$ cat src/rtl/riscv_pkg.sv
// Shared definitions for the instruction fetch stage: bubble encoding,
// default reset PC, fetch FSM states and the IF/ID register layout.
package riscv_pkg;

  localparam logic [31:0] NOP_INSTR        = 32'h0000_0013;  // addi x0,x0,0
  localparam logic [31:0] RESET_PC_DEFAULT = 32'h0000_0000;

  // FETCH: request outstanding; HOLD: word buffered, no request;
  // DRAIN: a killed request is still outstanding and its data will be dropped.
  typedef enum logic [1:0] {
    FETCH = 2'd0,
    HOLD  = 2'd1,
    DRAIN = 2'd2
  } fetch_state_e;

  typedef struct packed {
    logic [31:0] instr;
    logic [31:0] pc;
    logic [31:0] pcplus4;
    logic        valid;
  } if_id_t;

  // Instruction addresses are word aligned; the low two bits are dropped.
  function automatic logic [31:0] align_pc(input logic [31:0] addr);
    return {addr[31:2], 2'b00};
  endfunction

endpackage

$ cat src/rtl/fetch_stage_if.sv
// Instruction-memory request/response bus between the fetch stage and imem.
interface fetch_stage_if;

  logic        imem_req;
  logic [31:0] imem_addr;
  logic        imem_ready;
  logic [31:0] imem_rdata;

  modport master (
    output imem_req,
    output imem_addr,
    input  imem_ready,
    input  imem_rdata
  );

  modport slave (
    input  imem_req,
    input  imem_addr,
    output imem_ready,
    output imem_rdata
  );

endinterface

$ cat src/rtl/fetch_stage_if_id_reg.sv
// IF/ID pipeline register. Bubble has priority over load; otherwise it holds.
module if_id_reg
  import riscv_pkg::*;
#(
  parameter logic [31:0] BUBBLE_INSTR = riscv_pkg::NOP_INSTR
) (
  input  logic   clk,
  input  logic   rst,
  input  logic   load_i,
  input  logic   bubble_i,
  input  if_id_t data_i,
  output if_id_t q_o
);

  if_id_t q_q;

  // Pipeline register: reset/bubble to NOP, load new entry, or hold.
  always_ff @(posedge clk or posedge rst) begin
    // NOTE: state registers use non-blocking assignments so every flop
    // samples pre-edge values regardless of process evaluation order.
    if (rst) begin
      q_q <= '{instr: BUBBLE_INSTR, pc: 32'h0, pcplus4: 32'h0, valid: 1'b0};
    end else if (bubble_i) begin
      q_q <= '{instr: BUBBLE_INSTR, pc: 32'h0, pcplus4: 32'h0, valid: 1'b0};
    end else if (load_i) begin
      q_q <= data_i;
    end
  end

  assign q_o = q_q;

endmodule

$ cat src/rtl/fetch_stage.sv
// Instruction fetch stage: PC register, fetch FSM (FETCH/HOLD/DRAIN),
// stall buffer and redirect register, feeding the IF/ID register.
module fetch_stage #(
  parameter logic [31:0] RESET_PC  = riscv_pkg::RESET_PC_DEFAULT,
  parameter logic [31:0] NOP_INSTR = riscv_pkg::NOP_INSTR
) (
  input  logic                 clk,
  input  logic                 rst,
  input  logic [31:0]          PC_F,
  input  logic                 stall_F,
  input  logic                 flush_D,
  fetch_stage_if.master        imem,
  output logic [31:0]          PC,
  output logic [31:0]          PCnext,
  output logic [31:0]          instr_D,
  output logic [31:0]          PC_D,
  output logic [31:0]          PCplus4_D,
  output logic                 valid_D
);

  import riscv_pkg::*;

  fetch_state_e state_q, state_d;
  logic [31:0]  pc_q, pc_d;
  logic [31:0]  buf_q, buf_d;
  logic [31:0]  redir_q, redir_d;
  logic [31:0]  pc_plus4;
  logic         ifid_load;
  logic         ifid_bubble;
  if_id_t       ifid_data;
  if_id_t       ifid_q;

  assign pc_plus4 = pc_q + 32'd4;

  // State, PC, stall buffer and redirect register.
  always_ff @(posedge clk or posedge rst) begin
    // NOTE: the single-word buffer and redirect register are plain flops,
    // so they are reset to known values like the rest of the state.
    if (rst) begin
      state_q <= FETCH;
      pc_q    <= RESET_PC;
      buf_q   <= 32'h0;
      redir_q <= 32'h0;
    end else begin
      state_q <= state_d;
      pc_q    <= pc_d;
      buf_q   <= buf_d;
      redir_q <= redir_d;
    end
  end

  // Next-state and IF/ID control; flush beats stall beats normal advance.
  always_comb begin
    // NOTE: every output of this block gets a default first so no path
    // leaves a signal unassigned, which would infer a latch.
    state_d     = state_q;
    pc_d        = pc_q;
    buf_d       = buf_q;
    redir_d     = redir_q;
    ifid_load   = 1'b0;
    ifid_bubble = 1'b0;
    ifid_data   = '{instr: imem.imem_rdata, pc: pc_q, pcplus4: pc_plus4, valid: 1'b1};

    unique case (state_q)
      FETCH: begin
        if (flush_D) begin
          ifid_bubble = 1'b1;
          if (imem.imem_ready) begin
            pc_d = align_pc(PC_F);
          end else begin
            redir_d = align_pc(PC_F);
            state_d = DRAIN;
          end
        end else if (imem.imem_ready) begin
          if (stall_F) begin
            buf_d   = imem.imem_rdata;
            state_d = HOLD;
          end else begin
            ifid_load = 1'b1;
            pc_d      = align_pc(PC_F);
          end
        end else if (!stall_F) begin
          ifid_bubble = 1'b1;
        end
      end

      HOLD: begin
        if (flush_D) begin
          ifid_bubble = 1'b1;
          pc_d        = align_pc(PC_F);
          state_d     = FETCH;
        end else if (!stall_F) begin
          ifid_load       = 1'b1;
          ifid_data.instr = buf_q;
          pc_d            = align_pc(PC_F);
          state_d         = FETCH;
        end
      end

      DRAIN: begin
        // A flush while draining replaces the pending target.
        if (flush_D) begin
          redir_d = align_pc(PC_F);
        end
        if (imem.imem_ready) begin
          pc_d    = flush_D ? align_pc(PC_F) : redir_q;
          state_d = FETCH;
        end
        ifid_bubble = flush_D || !stall_F;
      end

      default: begin
        state_d = FETCH;
      end
    endcase
  end

  if_id_reg #(
    .BUBBLE_INSTR (NOP_INSTR)
  ) u_if_id_reg (
    .clk      (clk),
    .rst      (rst),
    .load_i   (ifid_load),
    .bubble_i (ifid_bubble),
    .data_i   (ifid_data),
    .q_o      (ifid_q)
  );

  // No request in HOLD or while reset is asserted; address is always the PC.
  assign imem.imem_req  = !rst && (state_q != HOLD);
  assign imem.imem_addr = pc_q;

  assign PC        = pc_q;
  assign PCnext    = pc_plus4;
  assign instr_D   = ifid_q.instr;
  assign PC_D      = ifid_q.pc;
  assign PCplus4_D = ifid_q.pcplus4;
  assign valid_D   = ifid_q.valid;

endmodule

$ cat src/flat_wrapper.sv
// flat-port wrapper written by rule: the top's interface ports become plain ports
module fetch_stage_flat import riscv_pkg::*;
#(
  parameter logic [31:0] RESET_PC  = riscv_pkg::RESET_PC_DEFAULT,
  parameter logic [31:0] NOP_INSTR = riscv_pkg::NOP_INSTR
)
  (clk, rst, PC_F, stall_F, flush_D, PC, PCnext, instr_D, PC_D, PCplus4_D, valid_D, imem_imem_req, imem_imem_addr, imem_imem_ready, imem_imem_rdata);
  fetch_stage_if imem_i ();
  input  logic clk;
  input  logic rst;
  input  logic [31:0] PC_F;
  input  logic stall_F;
  input  logic flush_D;
  output logic [31:0] PC;
  output logic [31:0] PCnext;
  output logic [31:0] instr_D;
  output logic [31:0] PC_D;
  output logic [31:0] PCplus4_D;
  output logic valid_D;
  output wire logic [$bits(imem_i.imem_req)-1:0] imem_imem_req;
  output wire logic [$bits(imem_i.imem_addr)-1:0] imem_imem_addr;
  input wire logic [$bits(imem_i.imem_ready)-1:0] imem_imem_ready;
  input wire logic [$bits(imem_i.imem_rdata)-1:0] imem_imem_rdata;
  assign imem_imem_req = imem_i.imem_req;
  assign imem_imem_addr = imem_i.imem_addr;
  assign imem_i.imem_ready = imem_imem_ready;
  assign imem_i.imem_rdata = imem_imem_rdata;
  fetch_stage #(.RESET_PC(RESET_PC), .NOP_INSTR(NOP_INSTR)) u_core (.clk(clk), .rst(rst), .PC_F(PC_F), .stall_F(stall_F), .flush_D(flush_D), .imem(imem_i), .PC(PC), .PCnext(PCnext), .instr_D(instr_D), .PC_D(PC_D), .PCplus4_D(PCplus4_D), .valid_D(valid_D));
endmodule
$ cat config.mk
export PLATFORM = sky130hd
export DESIGN_NAME = fetch_stage_flat
export DESIGN_NICKNAME = d
export VERILOG_FILES = /design/src/rtl/riscv_pkg.sv /design/src/rtl/fetch_stage_if.sv /design/src/rtl/fetch_stage_if_id_reg.sv /design/src/rtl/fetch_stage.sv /design/src/flat_wrapper.sv
export SDC_FILE = /design/constraint.sdc
export NUM_CORES = 1
export LEC_CHECK = 0
export CAP_MARGIN = 10
export CORE_MARGIN = 5
export CORE_UTILIZATION = 40
export DETAILED_ROUTE_END_ITERATION = 10
export GPL_TIMING_DRIVEN = 0
export PLACE_DENSITY = 0.77
export SYNTH_ARGS = -nofsm -noshare
export SYNTH_HDL_FRONTEND = slang
export SYNTH_SLANG_ARGS = --single-unit
$ cat constraint.sdc
create_clock -name clk -period 9.2 [get_ports clk]
set_input_delay 2.3 -clock clk [delete_from_list [all_inputs] [get_ports clk]]
set_output_delay 2.3 -clock clk [all_outputs]
set_load 0.1 [all_outputs]
---- Word level (Yosys, flattened, before mapping) ----
Index checks and enable logic that the tools add are counted.
word-level totals
  bits in registers ....................... 195
  output and inout bits ................... 194
  word-level logic and storage cells ...... 66
operators by class
  $add $sub $neg .......................... 1
  multiplexer cells ....................... 33
  bitwise gates (word level) .............. 1
  reductions and logical operators ........ 12
  eq/ne operators ......................... 11
operators with widths
  kind                                                  count
  2-to-1 mux 32 bit                                     12
  2-to-1 mux 97 bit                                     2
  case mux 32 bit (3 select lines)                      1
  case mux 32 bit (2 select lines)                      1
  adder 32 x 3 -> 32 bit (second input constant)        1
  2-to-1 mux 2 bit                                      7
  != test 3 bit (second input constant)                 4
  AND reduction 3 bit                                   3
  != test 2 bit (second input constant)                 4
  2-to-1 mux 1 bit                                      7
  case mux 2 bit (3 select lines)                       1
  AND reduction 5 bit                                   1
  nonzero test 2 bit                                    2
  case mux 1 bit (3 select lines)                       1
  nonzero test 3 bit                                    1
  equality test 2 x 1 -> 1 bit (second input constant)  1
  equality test 2 bit (second input constant)           1
  zero test 1 bit                                       2
  zero test 2 bit                                       1
  != test 2 x 1 -> 1 bit (second input constant)        1
  case mux 1 bit (2 select lines)                       1
  logical AND 1 bit                                     1
  logical OR 1 bit                                      1
  inverter 1 bit                                        1

---- Depth between registers and ports, before layout ----
Gate-level depths: netlist (run 1).
  word-level depth ........................ 6
  depth in mapped cells ................... 7
  mapped depth without buffers ............ 6

---- Hierarchy ----
A second synthesis (run 1) with hierarchy kept.
second synthesis, totals
  cells, all modules ...................... 834
  area, all modules ....................... 9700.6 sq um
by module, submodules not included
  module       instances  cells each  seq. area each (sq um)  area each (sq um)
  fetch_stage  1          520         2452.4                  5766.8
  if_id_reg    1          314         2431.1                  3933.8

---- Least setup slack after synthesis (run 1) ----
No wires, ideal clock.
  kind .................................... in2out
  start point ............................. input rst
  end point ............................... output imem_imem_req
  stages .................................. 1
  arrival time ............................ 3.761 ns
  path buffers ............................ 0
  path slack .............................. 3.139 ns
  required time ........................... 6.900 ns
  cell sequence ........................... a21oi_1
on the way
  word-level cells in the longest chain between the ends .. 2
RTL lines
  element                           line                text
  start: declaration                flat_wrapper.sv:10  input logic rst;
  zero test 1 bit (no source line)  n/a
  logical AND 1 bit                 fetch_stage.sv:130  assign imem.imem_req = !rst && (state_q != HOLD);
  end: declaration                  flat_wrapper.sv:20  output wire logic [$bits(imem_i.imem_req)-1:0] imem_imem_req;
Every way passes these cells.

---- Final worst setup path (run 1) ----
Ends and elaborated chain as after synthesis.

==> results.yml, run 1 <==
clocking:
  cts_root_buffer: "clkbuf_16"
  numCtsBuffers: 17
  cts_tree: "built"
  cts_buffer_depth: 2
  postCtsSetupBuffers: 0
  hold_buffers: 0
  h-tree-depth: 4
  clk_pin_slew_ps: 70
  insertion_delay_ps: 440
  ctsResizeCount: 0
  clkSinkCount: 193
yosys:
  synth-seq-cells: 193
  syn-instance-count: 719
  yosysTopAreaCell: "dfrtp_1"
  syn_nets: 789
  synthArstFlopShare_pct: 100
  synth_edf_count: 0
  synth_top_area_share_pct: 55.8
  seq_area_frac_synth_pct: 56.7
  synth_top_cells_by_area: "dfrtp_1, mux2_2, mux2i_1, a22o_1, buf_4"
  synthFlopType: "dfrtp_1"
  avgSynthCellArea_um2: 11.9
  synthMostInstantiatedCell: "dfrtp_1"
  ys.warnings.count: 0
  ys_types: 39
  synthTopCellsByCount: "dfrtp_1, mux2i_1, mux2_2, a22o_1, nand2_1"
  syn_area_um2: 8530
route:
  drcViolationCount: 0
  via_per_inst: 5.12
  dr.pass1.iters: 4
  antenna_left: 0
  totalWireLength_um: 25300
  vias: 6584
  wl_per_cell_um: 19.7
  drtIter0Drc: 236
placed_design:
  dp.final_hpwl_um: 18900
  io_buffers: 259
  dp_worst_setup_slack_ps: 2710
  routabilityCongestion: 0.791
floorplanning:
  fp.coreArea_um2: 21000
  rows: 53
  die_w_um: 156
  io_pins: 263
  fp.dieH_um: 156
  start_util_pct: 40.6
  dieArea_um2: 24300
timing:
  final-setup-viol-count: 0
  worst_slack_ps: 2690
  skew_ps: 19.8
  min_period_over_period_pct: 70.8
  relSlewSlack_pct: 29.2
  rsz0062_at_grt: "false"
  slew_viol_final: 0
  worst_pin_slew_ps: 1060
  clock.fmax_ghz: 0.154
  period_needed_ps: 6510
  finalHoldViolCount: 0
critical_path:
  slowest_delay_ps: 1190
  start_kind: "primary input"
  crit_buf_inv: 2
  critical_path_required_ps: 6900
  r2r-end: "u_core.u_if_id_reg.q_o[27]"
  cp.arrival_ps: 4210
  cp_max_fo: 2
  path_class: "primary input to primary output"
  cp_slowest_cell: "clkdlybuf4s50_1"
  ff2ff_path_depth: 6
  r2r_start: "u_core.PC[2]"
  critPathMostFrequentCell: "clkdlybuf4s50_1"
  critical-path-top-delay-family: "buffers and inverters"
  path_cells: "clkdlybuf4s50_1 > a21oi_1 > clkdlybuf4s50_1"
  cp-end-kind: "primary output"
  r2r_setup_slack_ps: 6640
global_route:
  grt_pass1_vias: 7018
  antenna_found_initial: 1
  grt_usage_pct: 20.9
  grt_max_degree: 105
  grt-ovfl-total: 0
  grt_first_pass_wirelength_um: 39700
power:
  p_total_mw: 2.97
  pwr-share-comb_pct: 41.1
  ir_drop_v: 0.000181
  power.internal_mw: 1.63
  clkPwrFrac_pct: 23.7
  p_leak_nw: 5.06
  pwr-share-seq_pct: 35.2
  power_density_nw_per_um2: 247
  switchingPower_mw: 1.35
  swShare_pct: 45.3
final_layout:
  syn2layout_area_growth_pct: 41.4
  diodes: 0
  layout.area.seq_um2: 4830
  layout-drive-gt1-share_pct: 16.0
  fillers: 1756
  nNetsFinal: 1068
  multi_input_area_um2: 3170
worst_hold_path:
  min_path_cells: 2
  worstHoldStart: "u_core.u_if_id_reg.q_o[35]"
  min_path_type: "flop to flop"
  min_to: "u_core.u_if_id_reg.q_o[35]"
run_status:
  status: "completed"
job:
  maxCapViolations: 0
## worst max-delay path by stage
| stage | cells after the start | end | slack, ps | start |
|---|---|---|---|---|
| after floorplan | 1 | u_core.PC[0] | 1650 | rst |
| after global placement | 2 | u_core.redir_q[11] | -1020 | rst |
| after detailed placement | 3 | imem_imem_req | 2710 | rst |
| after CTS | 3 | imem_imem_req | 2700 | rst |
| after global routing | 3 | imem_imem_req | 2670 | rst |
| final | 3 | imem_imem_req | 2690 | rst |
## metrics by stage
stage | utilization (%) | hold WS, ps | TNS, ps | cell area (um2) | cells
floorplan | - | 461 | 0 | 8530 | 719
finish | 57.3 | 481 | 0 | 12100 | 1285
detailed placement | 54.7 | 469 | 0 | 11500 | 1254
global placement | 54.5 | 460 | -192660 | 11500 | 1253
global route | 57.3 | 505 | 0 | 12100 | 1285
CTS | 57.3 | 485 | 0 | 12100 | 1285
## sequential cells by signal, summed over array words and instances (netlist names)
signal	flops
u_core.PC	32
u_core.u_if_id_reg.q_o	95
u_core.state_q	2
u_core.buf_q	32
u_core.redir_q	32
## area by class of cell
class                      instances  area share (%)
clock inverter                    13           0.976
timing repair buffer             260            21.7
tap                              275            2.85
clock buffer                      18            3.64
sequential                       193            40.1
inverter                          13           0.467
multi-input combinational        429            26.3
buffer                            84            3.94
## worst register-to-register path, stage by stage (launching register included)
cell	delay [ps]
dfrtp_1	560
ha_1	300
nand4_1	350
or4_1	570
nor3_1	290
xor2_1	170
a22o_1	220
## logic make-up after synthesis
kind of cell,Yosys count,share of synthesized area [%]
and+or+nand+nor,144,8.17
AOI/OAI and AO/OA,131,10.4
buffers and inverters,97,6.15
adders and majority gates,1,0.147
muxes,125,15.6
xor gates and xnor gates,28,2.88
DFF,193,56.7
## cells in the final DEF, fill, tap and decap left out, types with 3 or more instances in the layout
cell type,count
clkdlybuf4s50_1,259
dfrtp_1,190
mux2i_1,63
mux2_2,62
a22o_1,55
nand2_1,46
nor2_1,40
o21ai_0,38
buf_4,36
a21oi_1,31
clkbuf_1,27
buf_2,19
xnor2_1,17
clkbuf_16,17
nand3_1,14
inv_1,12
xor2_1,11
nand4_1,10
nor3_1,9
a22oi_1,4
inv_8,4
inv_6,4
and3_1,3
nor4_1,3
nor2b_1,3
clkinvlp_4,3
clkinv_4,3
dfstp_2,3
## power by group through the flow
stage | clock network [mW] | registers, mW | logic (mW)
2_1_floorplan | 0 | 1.36 | 0.609
3_3_place_gp | 0 | 1.06 | 1.22
3_5_place_dp | 0 | 1.06 | 1.23
4_1_cts | 0.725 | 1.05 | 1.23
5_1_grt | 0.759 | 1.06 | 1.27
6_report | 0.705 | 1.05 | 1.22
## metal layers
| layer | part of all wire [%] | track usage (%) |
|---|---|---|
| met4 | 2.0 | 7.00 |
| met1 | 42 | 26.2 |
| met5 | 0.071 | 0 |
| met3 | 6.5 | 5.88 |
| met2 | 50 | 34.8 |
(Power assumes the default switching activity.)
==> inputs of run 2 (changes only) <==
Settings changed: PLACE_DENSITY 0.77 to 0.8.
Clock period 9.2 ns to 5.8 ns, I/O delays scaled along.
==> results.yml, run 2 (same netlist as run 1, synthesis figures left out) <==
run_status:
  status: "completed"
timing:
  hold_ws_ps: 479
  period_needed_ps: 5460
  min_period_over_period_pct: 94.1
  skew_ps: 12.2
  rsz0062_at_grt: "false"
  clock.fmax_ghz: 0.183
  finalSetupTns_ps: 0
  slew_viol_final: 0
  relSlewSlack_pct: 26.2
  finalHoldViolCount: 0
  worst_pin_slew_ps: 1100
  final-setup-viol-count: 0
clocking:
  ctsResizeCount: 0
  insertion_delay_ps: 430
  postCtsSetupBuffers: 0
  numCtsBuffers: 17
  h-tree-depth: 4
  clk_pin_slew_ps: 70
  cts_root_buffer: "clkbuf_16"
  cts_buffer_depth: 2
  hold_buffers: 0
  clkSinkCount: 193
  cts_tree: "built"
floorplanning:
  fp.coreArea_um2: 21000
  die_w_um: 156
  start_util_pct: 40.6
  io_pins: 263
  fp.dieH_um: 156
  dieArea_um2: 24300
  rows: 53
critical_path:
  ff2ff_path_depth: 6
  critical_path_required_ps: 4350
  path_class: "flop to primary output"
  r2r-end: "u_core.u_if_id_reg.q_o[27]"
  cp-end-kind: "primary output"
  r2r_setup_slack_ps: 3190
  cp-endpoint: "PCnext[26]"
  cp_max_fo: 8
  cp.arrival_ps: 4010
  startpoint: "u_core.PC[2]"
  r2r_start: "u_core.PC[2]"
  start_kind: "flop"
global_route:
  grt_first_pass_wirelength_um: 40200
  grt_pass1_vias: 7177
  antenna_found_initial: 0
  grt-ovfl-total: 0
  grt_max_degree: 42
  grt_usage_pct: 21.0
route:
  vias: 6685
  drtIter0Drc: 318
  totalWireLength_um: 25900
  dr.pass1.iters: 5
  antenna_left: 0
  wl_per_cell_um: 20.1
  drcViolationCount: 0
  via_per_inst: 5.18
final_layout:
  diodes: 0
  mostFrequentLayoutCells: "clkdlybuf4s50_1, dfrtp_1, mux2i_1"
  largest_register_ffs: 95
  layout-drive-gt1-share_pct: 16.4
  syn2layout_area_growth_pct: 42.4
  nNetsFinal: 1072
  final_common_cell: "clkdlybuf4s50_1"
job:
  maxCapViolations: 0
worst_hold_path:
  min_path_type: "flop to flop"
power:
  p_leak_nw: 5.10
  ir_drop_v: 0.000227
  power_density_nw_per_um2: 392
placed_design:
  routabilityCongestion: 0.769
  io_buffers: 259
  dp.final_hpwl_um: 19300
==> run 2: cell types whose count changed in the layout (fill, tap and decap cells not counted), sizes merged <==
| cell | before | now |
|---|---|---|
| inv | 20 | 15 |
| clkinv | 3 | 7 |
| bufinv | 0 | 1 |
| buf | 57 | 61 |
| clkbuf | 46 | 47 |
==> run 2: where the power goes <==
| part | switching [mW] | leakage [nW] | internal [mW] | total (mW) |
|---|---|---|---|---|
| clock | 0.543 | 0.278 | 0.613 | 1.16 |
| sequential | 0.151 | 2.44 | 1.51 | 1.66 |
| combinational | 1.44 | 2.38 | 0.503 | 1.95 |
==> run 2: routing by layer <==
metal  global-route usage [%]  vias up  wire length (um)
met5                        0        -                 0
met4                     6.67        0               632
met2                     34.5      231             12700
li1                         -     3062                 -
met1                     27.1     3352             10800
met3                     5.60       40              1720
==> run 2: layout make-up <==
class	instances	area, um2
Buffer	84	475
Clock buffer	19	443
Clock inverter	13	131
Fill cell	1733	8880
Inverter	13	52.6
Multi-Input combinational cell	429	3170
Sequential cell	193	4830
Tap cell	275	344
Timing Repair Buffer	264	2690
==> run 2: how the worst min path moves through the flow <==
| stage | start | slack, ps | cells past startpoint | end |
|---|---|---|---|---|
| after global routing | u_core.u_if_id_reg.q_o[66] | 490 | 2 | u_core.u_if_id_reg.q_o[66] |
| final | u_core.u_if_id_reg.q_o[85] | 480 | 2 | u_core.u_if_id_reg.q_o[85] |
| after global placement | u_core.u_if_id_reg.q_o[74] | 460 | 2 | u_core.u_if_id_reg.q_o[74] |
| after floorplan | u_core.redir_q[0] | 460 | 2 | u_core.PC[0] |
| after CTS | u_core.u_if_id_reg.q_o[85] | 490 | 2 | u_core.u_if_id_reg.q_o[85] |
| after detailed placement | u_core.u_if_id_reg.q_o[85] | 470 | 2 | u_core.u_if_id_reg.q_o[85] |
==> run 2: through the flow <==
step / setup slack, ps / total power [mW] / utilization (%) / cell area [um2] / std cells
3_5_place_dp: 824 / 3.64 / 55.0 / 11600 / 1258
3_3_place_gp: 247 / 3.60 / 54.5 / 11500 / 1253
5_1_grt: 190 / 4.93 / 57.8 / 12100 / 1290
2_1_floorplan: 633 / 3.12 / - / 8530 / 719
6_report: 345 / 4.76 / 57.8 / 12100 / 1290
4_1_cts: 340 / 4.79 / 57.8 / 12100 / 1290
==> run 2: worst max-delay path: stages, from the launching register on <==
cell             delay [ps]
dfrtp_1                 560
ha_1                    280
nand4_1                 360
or4_1                   590
nor3_1                  230
xor2_1                  340
clkdlybuf4s50_1        1200
==> inputs of run 3 (changes only) <==
Settings changed: ABC_CLOCK_PERIOD_IN_PS set to 5800, DONT_BUFFER_PORTS set to 1, PLACE_DENSITY 0.8 to unset, PLACE_DENSITY_LB_ADDON set to 0.12.
==> results.yml, run 3 (same netlist as run 1, synthesis figures left out) <==
final_layout:
  syn2layout_area_growth_pct: 23.8
  largest_register_ffs: 95
  layout.area.seq_um2: 4830
  multi_input_area_um2: 3380
  final_common_cell: "dfrtp_1"
  layout-drive-gt1-share_pct: 27.1
  mostFrequentLayoutCells: "dfrtp_1, mux2i_1, mux2_2"
  fillers: 1853
  nNetsFinal: 868
  diodes: 0
  fin_util_pct: 50.2
route:
  m1WireLength_um: 9610
  wl_met2_um: 12000
  dr.pass1.iters: 5
  wl_met3_um: 2180
  top_layer: "met5"
  vias: 5860
  totalWireLength_um: 24300
  antenna_left: 0
  drcViolationCount: 0
  drtIter0Drc: 343
  via_per_inst: 5.40
  wl_per_cell_um: 22.4
timing:
  period_needed_ps: 5350
  skew_ps: 11.3
  worst_slack_ps: 448
  finalSetupTns_ps: 0
  relSlewSlack_pct: 14.2
  hold_ws_ps: 508
  final-setup-viol-count: 0
  min_period_over_period_pct: 92.3
  finalHoldViolCount: 0
  rsz0062_at_grt: "false"
  slew_viol_final: 0
  worst_pin_slew_ps: 1280
  clock.fmax_ghz: 0.187
clocking:
  numCtsBuffers: 17
  hold_buffers: 0
  cts_root_buffer: "clkbuf_16"
  ctsResizeCount: 0
  cts_buffer_depth: 2
  cts_tree: "built"
  clk_pin_slew_ps: 80
  h-tree-depth: 4
  clkSinkCount: 193
  insertion_delay_ps: 430
  postCtsSetupBuffers: 0
power:
  p_leak_nw: 4.58
  clkPwrFrac_pct: 23.6
  switchingPower_mw: 2.13
  power.internal_mw: 2.50
  swShare_pct: 46.1
  ir_drop_v: 0.000225
  pwr-share-comb_pct: 29.0
  pwr-share-seq_pct: 47.3
  power_density_nw_per_um2: 439
critical_path:
  startpoint: "u_core.PC[11]"
  cp.arrival_ps: 3900
  path_class: "flop to primary output"
  r2r_start: "u_core.PC[2]"
  start_kind: "flop"
  cp_max_fo: 7
  cp-end-kind: "primary output"
  critical_path_required_ps: 4350
global_route:
  antenna_found_initial: 1
  grt_pass1_vias: 6232
  grt_usage_pct: 19.8
  grt_max_degree: 38
  grt-ovfl-total: 0
  grt_first_pass_wirelength_um: 37300
worst_hold_path:
  worstHoldStart: "u_core.buf_q[29]"
  min_path_type: "flop to flop"
floorplanning:
  dieArea_um2: 24300
  fp.coreArea_um2: 21000
  fp.dieH_um: 156
  die_w_um: 156
  rows: 53
  io_pins: 263
  start_util_pct: 40.6
placed_design:
  io_buffers: 0
  dp.final_hpwl_um: 18500
  dp_worst_setup_slack_ps: 918
  routabilityCongestion: 0.823
job:
  maxCapViolations: 0
run_status:
  status: "completed"
==> run 3: per-layer routing <==
| metal | GRT usage (%) | vias to the layer above |
|---|---|---|
| li1 | - | 2646 |
| met1 | 24.3 | 2963 |
| met2 | 32.6 | 216 |
| met3 | 7.52 | 33 |
| met4 | 5.88 | 2 |
| met5 | 0 | - |
==> run 3: worst paths after layout <==
check | end | slack, ps | cells after the start
worst min-delay path | u_core.buf_q[29] | 510 | 1
worst max-delay path | PCnext[31] | 450 | 6
worst min register to register | u_core.buf_q[29] | 510 | 1
max in group asynchronous | u_core.u_if_id_reg.q_o[66] | 3930 | 3
min in group asynchronous | u_core.buf_q[3] | 980 | 1
worst max register to register | u_core.u_if_id_reg.q_o[27] | 2060 | 8
==> run 3: stage by stage <==
step / power [mW] / std cells / area [um2]
CTS: 4.68 / 1086 / 10600
global route: 4.80 / 1086 / 10600
detailed placement: 3.58 / 1054 / 10000
global placement: 3.27 / 994 / 8870
floorplan: 3.12 / 719 / 8530
finish: 4.64 / 1086 / 10600
==> run 3: worst max-delay path, stage by stage (launching register included) <==
cell and delay [ps]:
dfrtp_1 980, clkbuf_2 360, and4_1 270, nor4b_1 960
nand4_1 350, xnor2_2 340, buf_16 220
==> run 3: layout make-up <==
type	instances	area share, %
clock inverter	12	0.949
tap	275	3.26
timing repair buffer	60	8.80
multi-input combinational	429	32.0
inverter	13	0.498
clock buffer	20	4.14
buffer	84	4.51
sequential	193	45.8
==> run 3: power groups by stage <==
stage | logic [mW] | registers (mW) | clock network, mW
final | 1.34 | 2.19 | 1.10
after floorplan | 0.966 | 2.16 | 0
after global routing | 1.41 | 2.22 | 1.17
after CTS | 1.36 | 2.20 | 1.12
after global placement | 1.06 | 2.21 | 0
after detailed placement | 1.35 | 2.22 | 0
